File: src/rtl/dmem_port_arbiter.sv
// Round-robin arbiter with bounded debug lock that shares the single D_MEM port between the core and a debug/loader port.
// Optional statistics counters are built only when the DMEM_ARB_STATS_EN macro is defined.
module dmem_port_arbiter #(
  parameter int unsigned ADDR_W   = 32,
  parameter int unsigned DATA_W   = 32,
  parameter int unsigned MAX_HOLD = 4
`ifdef DMEM_ARB_STATS_EN
  ,
  parameter int unsigned STAT_W   = 16
`endif
) (
  input  logic              clk,
  input  logic              rst,

  input  logic              core_req,
  input  logic              core_we,
  input  logic [ADDR_W-1:0] core_addr,
  input  logic [DATA_W-1:0] core_wdata,
  output logic              core_gnt,
  output logic [DATA_W-1:0] core_rdata,
  output logic              core_stall,

  input  logic              dbg_req,
  input  logic              dbg_we,
  input  logic [ADDR_W-1:0] dbg_addr,
  input  logic [DATA_W-1:0] dbg_wdata,
  input  logic              dbg_lock,
  output logic              dbg_gnt,
  output logic [DATA_W-1:0] dbg_rdata,

  output logic              mem_MemRW,
  output logic [ADDR_W-1:0] mem_addr,
  output logic [DATA_W-1:0] mem_write_data,
  input  logic [DATA_W-1:0] mem_read_data
`ifdef DMEM_ARB_STATS_EN
  ,
  output logic [STAT_W-1:0] stat_conflicts,
  output logic [STAT_W-1:0] stat_core_stalls
`endif
);

  localparam int unsigned HOLD_W   = 4;
  localparam logic [HOLD_W-1:0] HOLD_MAX = HOLD_W'(MAX_HOLD);
  localparam logic OWNER_CORE = 1'b0;
  localparam logic OWNER_DBG  = 1'b1;

  logic              last_owner;
  logic [HOLD_W-1:0] hold_cnt;

  logic contested;
  logic pick_dbg;
  logic gnt_core;
  logic gnt_dbg;

  // Grant decision. The lock only extends ownership that debug actually won in a
  // contest (hold_cnt != 0), so reset clears a burst and the core wins next.
  always_comb begin
    contested = core_req & dbg_req;
    pick_dbg  = 1'b0;
    if (contested) begin
      if (hold_cnt == HOLD_MAX) begin
        pick_dbg = ~last_owner;
      end else if ((last_owner == OWNER_DBG) && (hold_cnt != '0) && dbg_lock) begin
        pick_dbg = 1'b1;
      end else begin
        pick_dbg = ~last_owner;
      end
    end else begin
      pick_dbg = dbg_req;
    end
    gnt_core = ~rst & core_req & ~pick_dbg;
    gnt_dbg  = ~rst & dbg_req & pick_dbg;
  end

  // Memory port steering and read-data return.
  always_comb begin
    core_gnt       = gnt_core;
    dbg_gnt        = gnt_dbg;
    core_stall     = ~rst & core_req & ~gnt_core;
    mem_MemRW      = 1'b0;
    mem_addr       = '0;
    mem_write_data = '0;
    core_rdata     = '0;
    dbg_rdata      = '0;
    if (gnt_core) begin
      mem_MemRW      = core_we;
      mem_addr       = core_addr;
      mem_write_data = core_wdata;
      core_rdata     = mem_read_data;
    end else if (gnt_dbg) begin
      mem_MemRW      = dbg_we;
      mem_addr       = dbg_addr;
      mem_write_data = dbg_wdata;
      dbg_rdata      = mem_read_data;
    end
  end

  // Ownership and hold-count tracking.
  always_ff @(posedge clk) begin
    if (rst) begin
      last_owner <= OWNER_DBG;
      hold_cnt   <= '0;
    end else if (gnt_core | gnt_dbg) begin
      last_owner <= gnt_dbg ? OWNER_DBG : OWNER_CORE;
      if (!contested) begin
        hold_cnt <= '0;
      end else if (gnt_dbg == last_owner) begin
        if (hold_cnt != HOLD_MAX) begin
          hold_cnt <= hold_cnt + HOLD_W'(1);
        end
      end else begin
        hold_cnt <= HOLD_W'(1);
      end
    end else begin
      hold_cnt <= '0;
    end
  end

`ifdef DMEM_ARB_STATS_EN
  // Free-running, wrapping event counters.
  always_ff @(posedge clk) begin
    if (rst) begin
      stat_conflicts   <= '0;
      stat_core_stalls <= '0;
    end else begin
      if (contested) begin
        stat_conflicts <= stat_conflicts + STAT_W'(1);
      end
      if (core_stall) begin
        stat_core_stalls <= stat_core_stalls + STAT_W'(1);
      end
    end
  end
`endif

endmodule

File: config.mk
export PLATFORM = sky130hd
export DESIGN_NAME = dmem_port_arbiter
export DESIGN_NICKNAME = d
export VERILOG_FILES = /design/src/rtl/dmem_port_arbiter.sv
export SDC_FILE = /design/constraint.sdc
export NUM_CORES = 1
export LEC_CHECK = 0
export ABC_AREA = 1
export ABC_CLOCK_PERIOD_IN_PS = 1900
export CORE_AREA = 5 5 112 114
export CTS_CLUSTER_DIAMETER = 30
export DETAILED_ROUTE_END_ITERATION = 16
export DIE_AREA = 0 0 117 119
export SLEW_MARGIN = 0
export SYNTH_ARGS = -nofsm -noshare
export SYNTH_HDL_FRONTEND = slang
export SYNTH_SLANG_ARGS = --single-unit
File: constraint.sdc
create_clock -name clk -period 1.9 [get_ports clk]
set_input_delay 0.19 -clock clk [delete_from_list [all_inputs] [get_ports clk]]
set_output_delay 0.19 -clock clk [all_outputs]
set_load 0.02 [all_outputs]
### Word level (Yosys, flattened, before mapping)

Cells that the tools add are included.

* add/subtract/negate cells: 1
* eq/ne operators: 4
* mux-type cells: 15
* bitwise gates (word level): 14
* reductions and logical operators: 5

Operators with widths (count)
* two-way mux 32 bit: 7
* two-way mux 1 bit: 8
* inverter 1 bit: 7
* AND 1 bit: 6
* adder 4 x 1 -> 4 bit (second input constant): 1
* == test 4 x 3 -> 1 bit (second input constant): 1
* != test 4 x 3 -> 1 bit (second input constant): 1
* nonzero test 4 bit: 1
* OR reduction 4 bit: 1
* OR reduction 3 bit: 1
* logical AND 1 bit: 2
* != test 2 x 1 -> 1 bit (second input constant): 1
* == test 1 bit: 1
* bitwise OR 1 bit: 1

* register bits after elaboration: 5
* input port bits: 167
* word-level logic and storage cells: 42

### Depth between registers and ports, before layout

Gate-level depths: netlist (run 1).

* depth in word-level cells: 11
* gate-level depth with buffers: 12
* mapped depth without buffers: 10

### Least setup slack after synthesis (run 1)

Ideal clock, no wire load.

* path type: reg-to-output
* start point: register hold_cnt[0]
* end point: output port mem_addr[23]
* arrival time: 1.451 ns
* data required time: 1.710 ns
* slack: 0.259 ns
* cell stages (with the launch flop): 12
* cells stage by stage: dfxtp_1 > inv_1 > ha_1 > nand2_1 > nand2_2 > nand2_4 > nand2_2 > nand2_4 > inv_2 > buf_2 > nand2_1 > nand2_1

* longest elaborated chain between the ends: 9

Ends and longest elaborated chain
* from (decl): line 48 `logic [HOLD_W-1:0] hold_cnt;`
* from (signal assigned): line 109 `hold_cnt <= hold_cnt + HOLD_W'(1);`
* nonzero test 4 bit: line 63 `end else if ((last_owner == OWNER_DBG) && (hold_cnt != '0) && dbg_lock) begin`
* logical AND 1 bit (2 in series): line 63
* two-way mux 1 bit: line 63
* two-way mux 1 bit *: line 61 `if (hold_cnt == HOLD_MAX) begin`
* two-way mux 1 bit *: line 60 `if (contested) begin`
* inverter 1 bit *: line 71 `gnt_core = ~rst & core_req & ~pick_dbg;`
* AND 1 bit *: line 71
* via core_gnt: line 19 `output logic core_gnt,`
* two-way mux 32 bit *: line 85 `if (gnt_core) begin`
* to (decl): line 32 `output logic [ADDR_W-1:0] mem_addr,`

Mark *: on every way through the listed nets, which the timed path passes. The rest lies on a longest branch.

### Final worst setup path (run 1)

* start point: register hold_cnt[0]
* end point: output port mem_addr[19]

* longest elaborated chain between the ends: 9

Ends and longest elaborated chain (line)
* nonzero test 4 bit: 63
* logical AND 1 bit (2 in series): 63
* two-way mux 1 bit: 63
* two-way mux 1 bit *: 61
* two-way mux 1 bit *: 60
* AND 1 bit / inverter 1 bit (equally long branches): 72, 71
* two-way mux 32 bit / AND 1 bit (equally long branches): 90, 71
* two-way mux 32 bit *: 85

Every way passes the cells marked *; elsewhere a longest branch is shown, timed or not.

==> results.md, run 1 <==
- The initial cell density of the core is 13.8%.
- The signal on the critical path passes through inv_2 -> ha_4 -> nand2_2 -> nand2_2 -> nand2_4 -> nand2_4 -> nand2_8 -> clkinv_16 -> clkbuf_16 -> nand2_1 -> nand2_1 -> buf_6.
- The final reports fail on setup timing.
- Summing all flip-flop and latch instances after layout gives 103 um2.
- The number of nets at the end of the flow is 847.
- Setup repair after global routing could not meet its margin everywhere.
- The number of antenna violations at the first check in global routing was 0.
- 299 I/O pins were placed.
- The worst register-to-register path ends at last_owner.
- The row count is 39.
- The top achievable clock speed is 0.512 GHz.
- The depth of the CTS H-tree is 1.
- After detailed routing, the number of remaining DRC violations is 0.
- 0 antenna diodes ended up in the layout.
- The max-slew violation count is 0.
- The first detailed-routing pass ran for 4 iterations.
- The relative area change from synthesis to final layout is 259%.
- The worst setup path is of the reg -> out kind.
- Summed over all instances, the cell type with the most area after synthesis is nand2_1.
- The cell total after placement is 798.
- The final hold violation count is 0.
- The number of global-route vias before repair is 3472.
- In this run the register-to-register setup slack is 0.44 ns.
- Sorting the synthesized cells by how often they occur yields 201 x nand2_1, 68 x nor2_1, 41 x inv_1.
- The via density per instance is 4.16.
- The clock root buffer is clkbuf_16.
- The analysis attributes to cell leakage a power of 0.00304 uW.
- The maximum vdd ir drop is 0.000169 V.
- Across every metal layer, demand over resource in global routing totals 17.1%.
- The summed instance area of the synthesized netlist is 0.00157 mm2.
- Of the synthesized area, sequential elements account for 6.39%.
- The placed wire-length estimate after detailed placement is 10000 um.
- In this run the most critical hold path is launched from hold_cnt[2].
- The worst setup path startpoint is hold_cnt[0].
- The maximum clock skew at final layout is 0.000280 ns.
- Power spread over the standard cell area amounts to 320 mW/mm2.
- The total of endpoints with negative setup slack in the final report is 20.
- The total buffers and inverters traversed by the critical path is 4.
- Measured in cells, the most critical reg-to-reg path has a length of 10.
- STA classifies the critical path startpoint as a register.
- The average size of a mapped cell is 4.38 um2.
- The worst pin sits at a relative slew slack of 80.2%.
- The fraction of layout instances using a drive strength above 1 is 44.2%.
- In the post-synthesis netlist, the biggest area contributors are nand2_1 48%, nor2_1 16%, inv_1 9.8%.
- Once routing completed, OpenROAD measured the worst setup slack at -0.0542 ns.
- The largest driver fanout on the critical path is 8.
- The origin of the critical flop-to-flop path is hold_cnt[0].
- The main flop type after synthesis is dfxtp_1.
- The pin slew with the least headroom to its limit is 0.297 ns.
- The maximum root-to-sink buffer count is 2.
- Clock latency on the worst-skew pair, taken at its later pin, is 0.23 ns.
- Counting flops with an async set or reset pin after synthesis yields a share of 0%.
- Hold timing on the final database bottoms out at a slack of 0.602 ns.
- The tightest min-delay check is of the reg -> reg type.
- The maximum single-stage delay on the critical path is 0.33 ns.
- The tool flagged a number of max-cap violations equal to 0.
- The flow ran to the end, but the final reports show violations.
- After layout, the design draws a total of 1800 uW.
- In this run, synthesis inferred 0 flip-flops with an integrated enable.
- The number of I/O port buffers is 298.
- The first-iteration detailed-routing DRC count is 100.
- The placed instance area is 0.00478 mm2.
- Dividing the final minimum period by the clock period gives 103%.
- The most repeated cell in the gate-level netlist after synthesis is nand2_1.
- The area of the multi-input gates is 0.00166 mm2.
- The die is 117 um wide.
- On the critical path, the stage with the largest delay is an instance of dfxtp_2.
- The layout has 1123 filler cells.
- Synthesis produced 358 cells.
- The maximum number of pins on one net before global-route repair is 33.
- After clock tree synthesis, the clock-pin slew on the worst setup and hold paths is 0.03 ns.
- The number of antenna-violating nets in the routed design is 0.
- Counting flops and latches in the post-synthesis netlist gives 5.
- The critical path's top delay family is simple AND/OR/NAND/NOR gates.
- The capturing element type of the critical path is an output port.
- The number of nets in the synthesized netlist is 527.
- The count of cells in the finished layout, fillers not included, comes to 820.
- The total wire length after detailed routing is 14100 um.
- The smallest clock period supported by the final layout is computed as 1.95 ns.
- Data on the critical path arrives at its endpoint at 1.76 ns.
- The standard cell core area is 0.0113 mm2.
- The number of different library cells used by synthesis comes to 20.
- For hold timing, the worst endpoint is hold_cnt[2].
- Summing all non-filler instances in the final layout gives an area of 0.00562 mm2.
- CTS saw 5 sinks.
- Yosys printed 0 warnings.
- The area fraction of the dominant cell type after synthesis is 48.2%.
- The die is 119 um tall.
- The final core area utilization is 49.7%.
- The overall die area is 0.0139 mm2.
- The via count is 3411.
- TritonCTS built the clock tree.
- The CTS buffer count is 3.
- The hold-critical path depth is 2.
- The congestion estimate from routability-driven global placement came to 0.792.
- The endpoint required time on the critical path is 1.71 ns.
- The global-route congestion overflow total is 0.
- The first global-routing pass estimated 18700 um of wire.
- Dividing the detail-routed wire length by the instance count gives 17.2 um.
repair_timing:
item | 4_1_cts | 5_1_grt
setup endpoints to repair | 132 | 128
gates cloned | 8 | 8
gates resized for setup | 600 | 249
hold buffers | 0 | 0
pin swaps | 15 | 37
buffers inserted | 5 | 2
how the worst max path moves through the flow:
stage                     slack [ns]                 to  cells past startpoint
after floorplan                 0.26       mem_addr[23]                     11
after global placement         -0.42  mem_write_data[0]                     11
after detailed placement       -0.43       mem_addr[16]                     11
after CTS                      -0.08  mem_write_data[2]                     12
after global routing           -0.13       mem_addr[19]                     12
final                          -0.05       mem_addr[19]                     12
report_power, final:
group	total, uW	switching (uW)	internal, uW
Combinational	1340	616	721
Clock	353	74.8	279
Sequential	110	1.66	109
Total	1800	692	1110
worst reg2reg max path: cells and delay by family, from the launching register on:
kind,cells,cell delay (ns)
AOI/OAI and AO/OA,1,0.14
adders and majority gates,1,0.16
buffers and inverters,3,0.34
DFF,1,0.33
and+or+nand+nor,5,0.42
flip-flops by register name (all words and copies together) (netlist names):
name	flops
hold_cnt	4
last_owner	1
layout make-up:
cell class	instances	share of cell area (%)
well taps	143	3.18
repair inverters	1	0.200
repair buffers	334	60.2
multi-input cells	289	29.6
flip-flops and latches	5	1.82
clock buffers	4	1.40
inverters	44	3.63
kinds of logic after synthesis:
family	count (synthesis)	share of synthesized area (%)
and+or+nand+nor	278	69.2
buffers and inverters	64	19.3
AOI/OAI and AO/OA	7	2.40
DFF	5	6.39
xor gates and xnor gates	2	1.12
adders and majority gates	2	1.60
metrics by stage:
step	setup slack, ns	TNS (ns)
after global routing	-0.127	-5.25
after floorplan	0.259	0
final	-0.0542	-0.253
after detailed placement	-0.426	-42.66
after global placement	-0.419	-41.80
after CTS	-0.0833	-1.83
placed cells by master, fill, tap and decap left out, drive strengths merged:
master,instances
a21oi,3
a31oi,2
buf,151
clkbuf,19
clkdlybuf4s15,1
clkdlybuf4s50,166
clkinv,2
dfxtp,5
dlygate4sd2,1
ha,2
inv,43
nand2,205
nand3,3
nand4,1
nor2,68
nor3,1
o21ai,2
xor2,2
metal layers:
| layer | part of all wire [%] | GRT usage (%) | vias to the layer above |
|---|---|---|---|
| li1 | - | - | 1672 |
| met1 | 34 | 17.6 | 1529 |
| met2 | 53 | 32.4 | 198 |
| met3 | 12 | 5.98 | 12 |
| met4 | 1.2 | 3.80 | 0 |
| met5 | 0 | 0 | - |
Power figures use the tool's default switching activity.
==> run 2, diff against run 1 <==
--- a/config.mk
+++ b/config.mk
@@ -11,6 +11,7 @@
 export CTS_CLUSTER_DIAMETER = 30
 export DETAILED_ROUTE_END_ITERATION = 16
 export DIE_AREA = 0 0 117 119
+export PLACE_DENSITY = 0.68
 export SLEW_MARGIN = 0
 export SYNTH_ARGS = -nofsm -noshare
 export SYNTH_HDL_FRONTEND = slang
==> results.md, run 2 (synthesis results as in run 1) <==
- The run finished, with violations left.
- The final reports fail on setup timing.
- Subtracting the final worst setup slack from the clock period gives 1.91 ns.
- The cell that appears most often on the critical path is nand2_4.
- The global-route usage over all layers is 16.3%.
- In this run the tool buffered the top-level ports with 298 buffer cells.
- The critical path's top delay family is buffers and inverters.
- No sink is reached through more buffers than the 2 on the longest clock path.
- Global routing finished with a remaining overflow of 0.
- The maximum clock skew at final layout is 0.00177 ns.
- The final core area utilization is 46.6%.
- The register ranked first by flip-flop count is hold_cnt.
- The internal power of the cells totals 1080 uW.
- The first routing iteration left 121 violations.
- The maximum number of pins on one net before global-route repair is 33.
- The number of buffers inserted for hold repair after clock tree synthesis is 0.
- The floorplan has 39 rows.
- The max-slew violation count is 0.
- In the final layout, the share of cells above drive strength 1 is 35.4%.
- Sequential cells burn 6.5% of the power.
- The tool flagged a number of max-cap violations equal to 0.
- The pin slew with the least headroom to its limit is 0.402 ns.
- CTS saw 5 sinks.
- The net count of the finished layout is 848.
- The root buffer cell chosen for the clock tree is clkbuf_16.
- The top achievable clock speed is 0.522 GHz.
- The ratio of final minimum period to clock period is 101%.
- The final route contains 3340 vias.
- The least setup slack across all paths after layout is -0.0142 ns.
- The largest registers in the layout are hold_cnt x4, last_owner x1.
- The via density per instance is 4.07.
- The clock slew seen by the registers of the worst setup and hold paths is 0.03 ns.
- Power spread over the standard cell area amounts to 324 mW/mm2.
- The sum of internal, switching and leakage power is 1710 uW.
- The number of global-route vias before repair is 3483.
- The total of endpoints with negative setup slack in the final report is 3.
- The flip-flop count of the largest register after layout is 4.
- The switching power of the nets is 629 uW.
- The area growth from synthesis to layout is 237%.
- After routing the design area is 0.00527 mm2.
- The placed wire-length estimate after detailed placement is 9550 um.
- Data on the critical path is required at its endpoint by 1.71 ns.
- The maximum vdd ir drop is 0.000178 V.
- The count of TritonRoute iterations in the first routing pass is 4.
- The height of the chip is 119 um.
- The clock network accounts for 20.3% of the total power.
- In this run the standard cell core region covers 0.0113 mm2.
- Hold is met by 0.592 ns.
- Setup repair after global routing could not meet its margin everywhere.
- The internal reg-to-reg setup slack is 0.49 ns.
- The detailed-route wire length per cell is 15.7 um.
- The largest driver fanout on the critical path is 4.
- The normalized max-slew margin is 73.1%.
- The switching power share of the total is 36.8%.
- In this run the number of cells on the critical path is 13.
- The library cell used most frequently in the layout, excluding fill and tap cells, is clkdlybuf4s50_1.
- 299 I/O pins were placed.
- The critical path is of the reg -> out type.
- The floorplan step set the die width to 117 um.
- The worst-path cell with the longest stage delay is dfxtp_2.
- The final hold violation count was 0.
- The latest clock arrival within the worst-skew pair is 0.23 ns.
- The number of clock buffers added by TritonCTS is 3.
- The path class of the tightest hold or removal check is reg -> reg.
- The critical path endpoint is mem_write_data[22].
- The minimum setup slack after placement is -0.432 ns.
- Counting cells, the worst reg-to-reg path comes to 8.
- CTS built an H-tree with a depth of 1.
- The critical path goes through inv_2 -> ha_4 -> nand2_4 -> nand2_4 -> nand2_4 -> nand3_4 -> inv_8 -> buf_12 -> buf_12 -> buf_16 -> nand2_2 -> nand2_2 -> buf_6.
- On the worst path, the slowest cell contributes a delay of 0.33 ns.
- The startpoint identified for the worst register-to-register timing path is hold_cnt[0].
- The total buffers and inverters traversed by the critical path is 6.
- After detailed routing, the number of remaining DRC violations is 0.
- The number of inserted diodes is 0.
- The initial cell density of the core is 13.8%.
- The endpoint identified for the worst register-to-register timing path is hold_cnt[0].
- Summed over all cells, the static leakage comes to 0.00282 uW.
- The total wire length after detailed routing is 12900 um.
- STA classifies the critical path startpoint as a register.
- In this run the remaining antenna-violating nets after routing total 0.
- The weighted congestion reported at the end of routability-driven placement is 0.768.
- The CTS tree is yes.
- The worst setup path startpoint is hold_cnt[0].
- The critical path arrival is 1.72 ns.
- The capturing element type of the critical path is an output port.
- Of the total power, combinational logic draws 73.2%.
- The first global-routing pass estimated 18200 um of wire.
- Leaving out fill and tap cells, the most frequent cells in the layout are 166 x clkdlybuf4s50_1, 146 x nand2_1, 68 x nor2_1, 58 x buf_6, 48 x buf_4.
- The floorplan step defined a die boundary enclosing 0.0139 mm2.
- The placed instances occupy a cell area of 0.00478 mm2.
- The number of antenna violations at the first check in global routing is 0.
==> run 2: changes by cell type in the layout (fill, tap and decap cells not counted), moves of 2 or more <==
cell	delta
nand2_4	-28
buf_12	+2
nand2_1	+59
buf_4	+13
buf_8	-2
nand2_2	-31
clkbuf_16	-3
buf_6	-7
==> run 2: layout make-up <==
| type | instances | area, um2 |
|---|---|---|
| repair buffers | 336 | 3350 |
| fillers | 1147 | 6050 |
| well taps | 143 | 179 |
| inverters | 44 | 189 |
| multi-input cells | 289 | 1370 |
| flip-flops and latches | 5 | 103 |
| clock buffers | 4 | 78.8 |
==> run 2: worst min path at each step <==
| stage | startpoint | to | slack [ns] | cells after the start |
|---|---|---|---|---|
| 2_1_floorplan | dbg_req | hold_cnt[0] | 0.36 | 2 |
| 3_3_place_gp | hold_cnt[1] | hold_cnt[1] | 0.56 | 4 |
| 3_5_place_dp | hold_cnt[1] | hold_cnt[1] | 0.58 | 4 |
| 4_1_cts | hold_cnt[1] | hold_cnt[1] | 0.60 | 4 |
| 5_1_grt | hold_cnt[1] | hold_cnt[1] | 0.62 | 4 |
| 6_report | hold_cnt[1] | hold_cnt[1] | 0.59 | 4 |
==> run 2: stage by stage <==
stage                     instances  TNS, ns
final                           821  -0.0251
after floorplan                 358        0
after global placement          796   -41.69
after detailed placement        796   -42.68
after global routing            821    -4.46
after CTS                       818   -0.738
==> run 2: what timing repair did <==
action	CTS	global route
setup buffers	10	2
resized for setup	619	133
pin swaps	20	19
cloned	8	5
setup endpoints to repair	132	129
==> run 2: tightest hold or removal path: cells and delay by family, from the launching register on <==
kind | cells | cell delay, ns
flops | 1 | 0.31
buf+inv | 2 | 0.12
compound gates | 1 | 0.09
simple gates | 1 | 0.03
==> run 2: routing by layer <==
metal,vias up,share of wire [%],global-route usage [%]
li1,1671,-,-
met1,1464,34,17.3
met2,191,52,31.0
met3,14,13,5.63
met4,0,1.5,2.51
met5,-,0,0
==> run 2: power groups by stage <==
stage               logic [uW]  registers (uW)  clock network, uW
floorplan                  403             112                  0
global placement          1090             112                  0
detailed placement        1100             112                  0
CTS                       1210             111                352
global route              1330             111                361
finish                    1250             111                347
==> run 3, diff against run 2 <==
--- a/config.mk
+++ b/config.mk
@@ -7,12 +7,14 @@
 export LEC_CHECK = 0
 export ABC_AREA = 1
 export ABC_CLOCK_PERIOD_IN_PS = 1900
-export CORE_AREA = 5 5 112 114
+export CELL_PAD_IN_SITES_DETAIL_PLACEMENT = 1
+export CELL_PAD_IN_SITES_GLOBAL_PLACEMENT = 1
+export CORE_MARGIN = 8
+export CORE_UTILIZATION = 10
 export CTS_CLUSTER_DIAMETER = 30
 export DETAILED_ROUTE_END_ITERATION = 16
-export DIE_AREA = 0 0 117 119
-export PLACE_DENSITY = 0.68
-export SLEW_MARGIN = 0
+export PLACE_DENSITY = 0.92
+export SLEW_MARGIN = 20
 export SYNTH_ARGS = -nofsm -noshare
 export SYNTH_HDL_FRONTEND = slang
 export SYNTH_SLANG_ARGS = --single-unit
==> results.md, run 3 (synthesis results as in run 1) <==
- The total wire length after detailed routing is 17700 um.
- Of the cells placed in the final design, the portion with a size suffix greater than 1 is 50.8%.
- Measured on the finished design, the core utilization comes to 41.4%.
- The DRC violation count after routing is 0.
- The first-iteration detailed-routing DRC count is 52.
- The largest registers in the layout are hold_cnt x4, last_owner x1.
- Subtracting the final worst setup slack from the clock period gives 2.01 ns.
- The register share of total power is 5.6%.
- Across all layers, the routed design uses 3641 vias.
- The clock root buffer is clkbuf_16.
- The static leakage is 0.00321 uW.
- Setup repair after global routing could not meet its margin everywhere.
- The count of TritonRoute iterations in the first routing pass is 4.
- The number of global-route vias before repair is 4136.
- Dividing the detail-routed wire length by the instance count gives 19.6 um.
- The max-slew violation count came to 0.
- The global-route usage over all layers is 15.6%.
- The library cells used most frequently in the layout, excluding fill and tap cells, are 166 x clkdlybuf4s50_1, 92 x buf_6, 77 x nand2_2, 74 x nand2_1, 53 x nand2_4.
- The relative area change from synthesis to final layout is 304%.
- The share of power burned in combinational logic is 76.1%.
- Entering global routing, the biggest net connects 33 pins.
- Across all setup checks in the final design, the least slack found is -0.107 ns.
- The met2 track utilization from global routing is 30.7%.
- The path class of the tightest hold or removal check is reg -> reg.
- The clock reaches the later pin of the worst-skew pair after 0.23 ns.
- The number of inserted diodes is 0.
- The clock passes through at most 2 buffers.
- Buffers inserted during clock tree synthesis total 3.
- The worst hold margin is 0.620 ns.
- The switching power share of the total is 39.2%.
- Ranked by flip-flop count, first place goes to hold_cnt.
- The number of sinks on the clock net is 5.
- The met1 usage in global routing is 14.6%.
- The critical path arrival is 1.82 ns.
- The most heavily used metal layer in global routing is met2.
- The final instance area is 0.00632 mm2.
- The global-route congestion overflow total is 0.
- Clock-pin slew was measured on the worst setup and hold paths at 0.03 ns.
- In this run, the clock network consumes 18.3% of the power.
- The final hold violation count is 0.
- The library cell used most frequently in the layout, excluding fill and tap cells, is clkdlybuf4s50_1.
- The number of I/O port buffers is 298.
- The flow ran to the end, but the final reports show violations.
- The placed instance area is 0.00496 mm2.
- The CTS tree is yes.
- Once the floorplan was initialized, standard cells occupied 10.3% of the core.
- For the final routed database, the setup TNS stands at -2.66 ns.
- The capturing element type of the critical path is an output port.
- The power density normalized to cell area is 309 mW/mm2.
- Between clock sinks in the finished design, the worst skew comes to 0.00300 ns.
- The sum of internal, switching and leakage power is 1950 uW.
- The row count is 45.
- At the worst endpoint, the required time is 1.71 ns.
- The normalized max-slew margin is 79.0%.
- CTS built an H-tree with a depth of 1.
- The category of the worst setup path launch point is a register.
- The die covers 0.0199 mm2.
- The top achievable clock speed is 0.498 GHz.
- The number of antenna-violating nets in the routed design is 0.
- From left edge to right edge, the die measures 141 um.
- In this run the worst path has a maximum fanout of 7.
- The tool flagged a number of max-cap violations equal to 0.
- Setup violations remaining at the end of the flow were counted as 39.
- The checks that failed: setup timing.
- The height of the chip is 141 um.
- The pin slew with the least headroom to its limit is 0.314 ns.
- The wire length of the first global-routing pass is 24100 um.
- The switching power of the nets is 767 uW.
- The number of nets at the end of the flow is 863.
- The met3 usage in global routing is 6.95%.
- The wire-length estimate of the detail-placed layout is 12300 um.
- The maximum vdd ir drop is 0.000235 V.
- The weighted congestion reported at the end of routability-driven placement is 0.828.
- Using the TritonRoute via totals, the vias-per-cell ratio works out to 4.03.
- The standard cell core area is 0.0153 mm2.
- The internal power of the cells totals 1190 uW.
- For this design the top-level I/O count stands at 299.
- The register with the most flip-flops in the layout has 4 of them.
- The number of antenna violations at the first check in global routing is 0.
- The ratio of final minimum period to clock period is 106%.
- The classification of the worst setup path is reg -> out.
-- run 3: final timing paths --
check	from	to	slack (ns)	depth (start not counted)
min reg2reg	hold_cnt[1]	hold_cnt[1]	0.62	4
max reg2reg	hold_cnt[0]	last_owner	0.37	11
min	hold_cnt[1]	hold_cnt[1]	0.62	4
max	hold_cnt[0]	mem_addr[8]	-0.11	13
-- run 3: final cells by class --
cell class	instances	area (um2)
repair buffers	351	3840
fillers	1816	8940
well taps	211	264
clock buffers	4	78.8
flip-flops and latches	5	103
multi-input cells	289	1860
inverters	44	183
-- run 3: what timing repair did --
action,in CTS,in global routing
hold buffers,0,0
pin swaps,28,26
endpoints found under the hold margin,0,0
endpoints found under the setup margin,132,131
gates resized for setup,740,189
gates cloned,11,1
setup buffers,11,9
-- run 3: metrics by stage --
stage	std cells	worst slack (ns)
6_report	904	-0.107
5_1_grt	904	-0.179
4_1_cts	899	-0.147
3_5_place_dp	873	-0.501
3_3_place_gp	873	-0.465
2_1_floorplan	358	0.259
-- run 3: critical path: stages, from the launching register on --
cell and delay [ns]:
dfxtp_2 0.32, inv_2 0.05, ha_4 0.16, nand2_4 0.06, nand2_4 0.05, nand2_4 0.09
nand2_4 0.07, nand2_8 0.10, clkinv_8 0.09, buf_12 0.14, buf_16 0.15, nand2_2 0.07
nand2_2 0.07, buf_6 0.14
-- run 3: power groups by stage --
stage          combinational [uW]  clock, uW  sequential, uW
2_1_floorplan                 403          0             112
3_3_place_gp                 1130          0             111
3_5_place_dp                 1150          0             112
4_1_cts                      1370        366             110
5_1_grt                      1560        373             111
6_report                     1490        357             110
-- run 3: routing by layer --
layer / wire length (um) / vias to the layer above / share of wire (%)
li1: - / 1702 / -
met1: 6070 / 1677 / 34
met2: 9240 / 238 / 52
met3: 2020 / 24 / 11
met4: 381 / 0 / 2.2
met5: 0 / - / 0
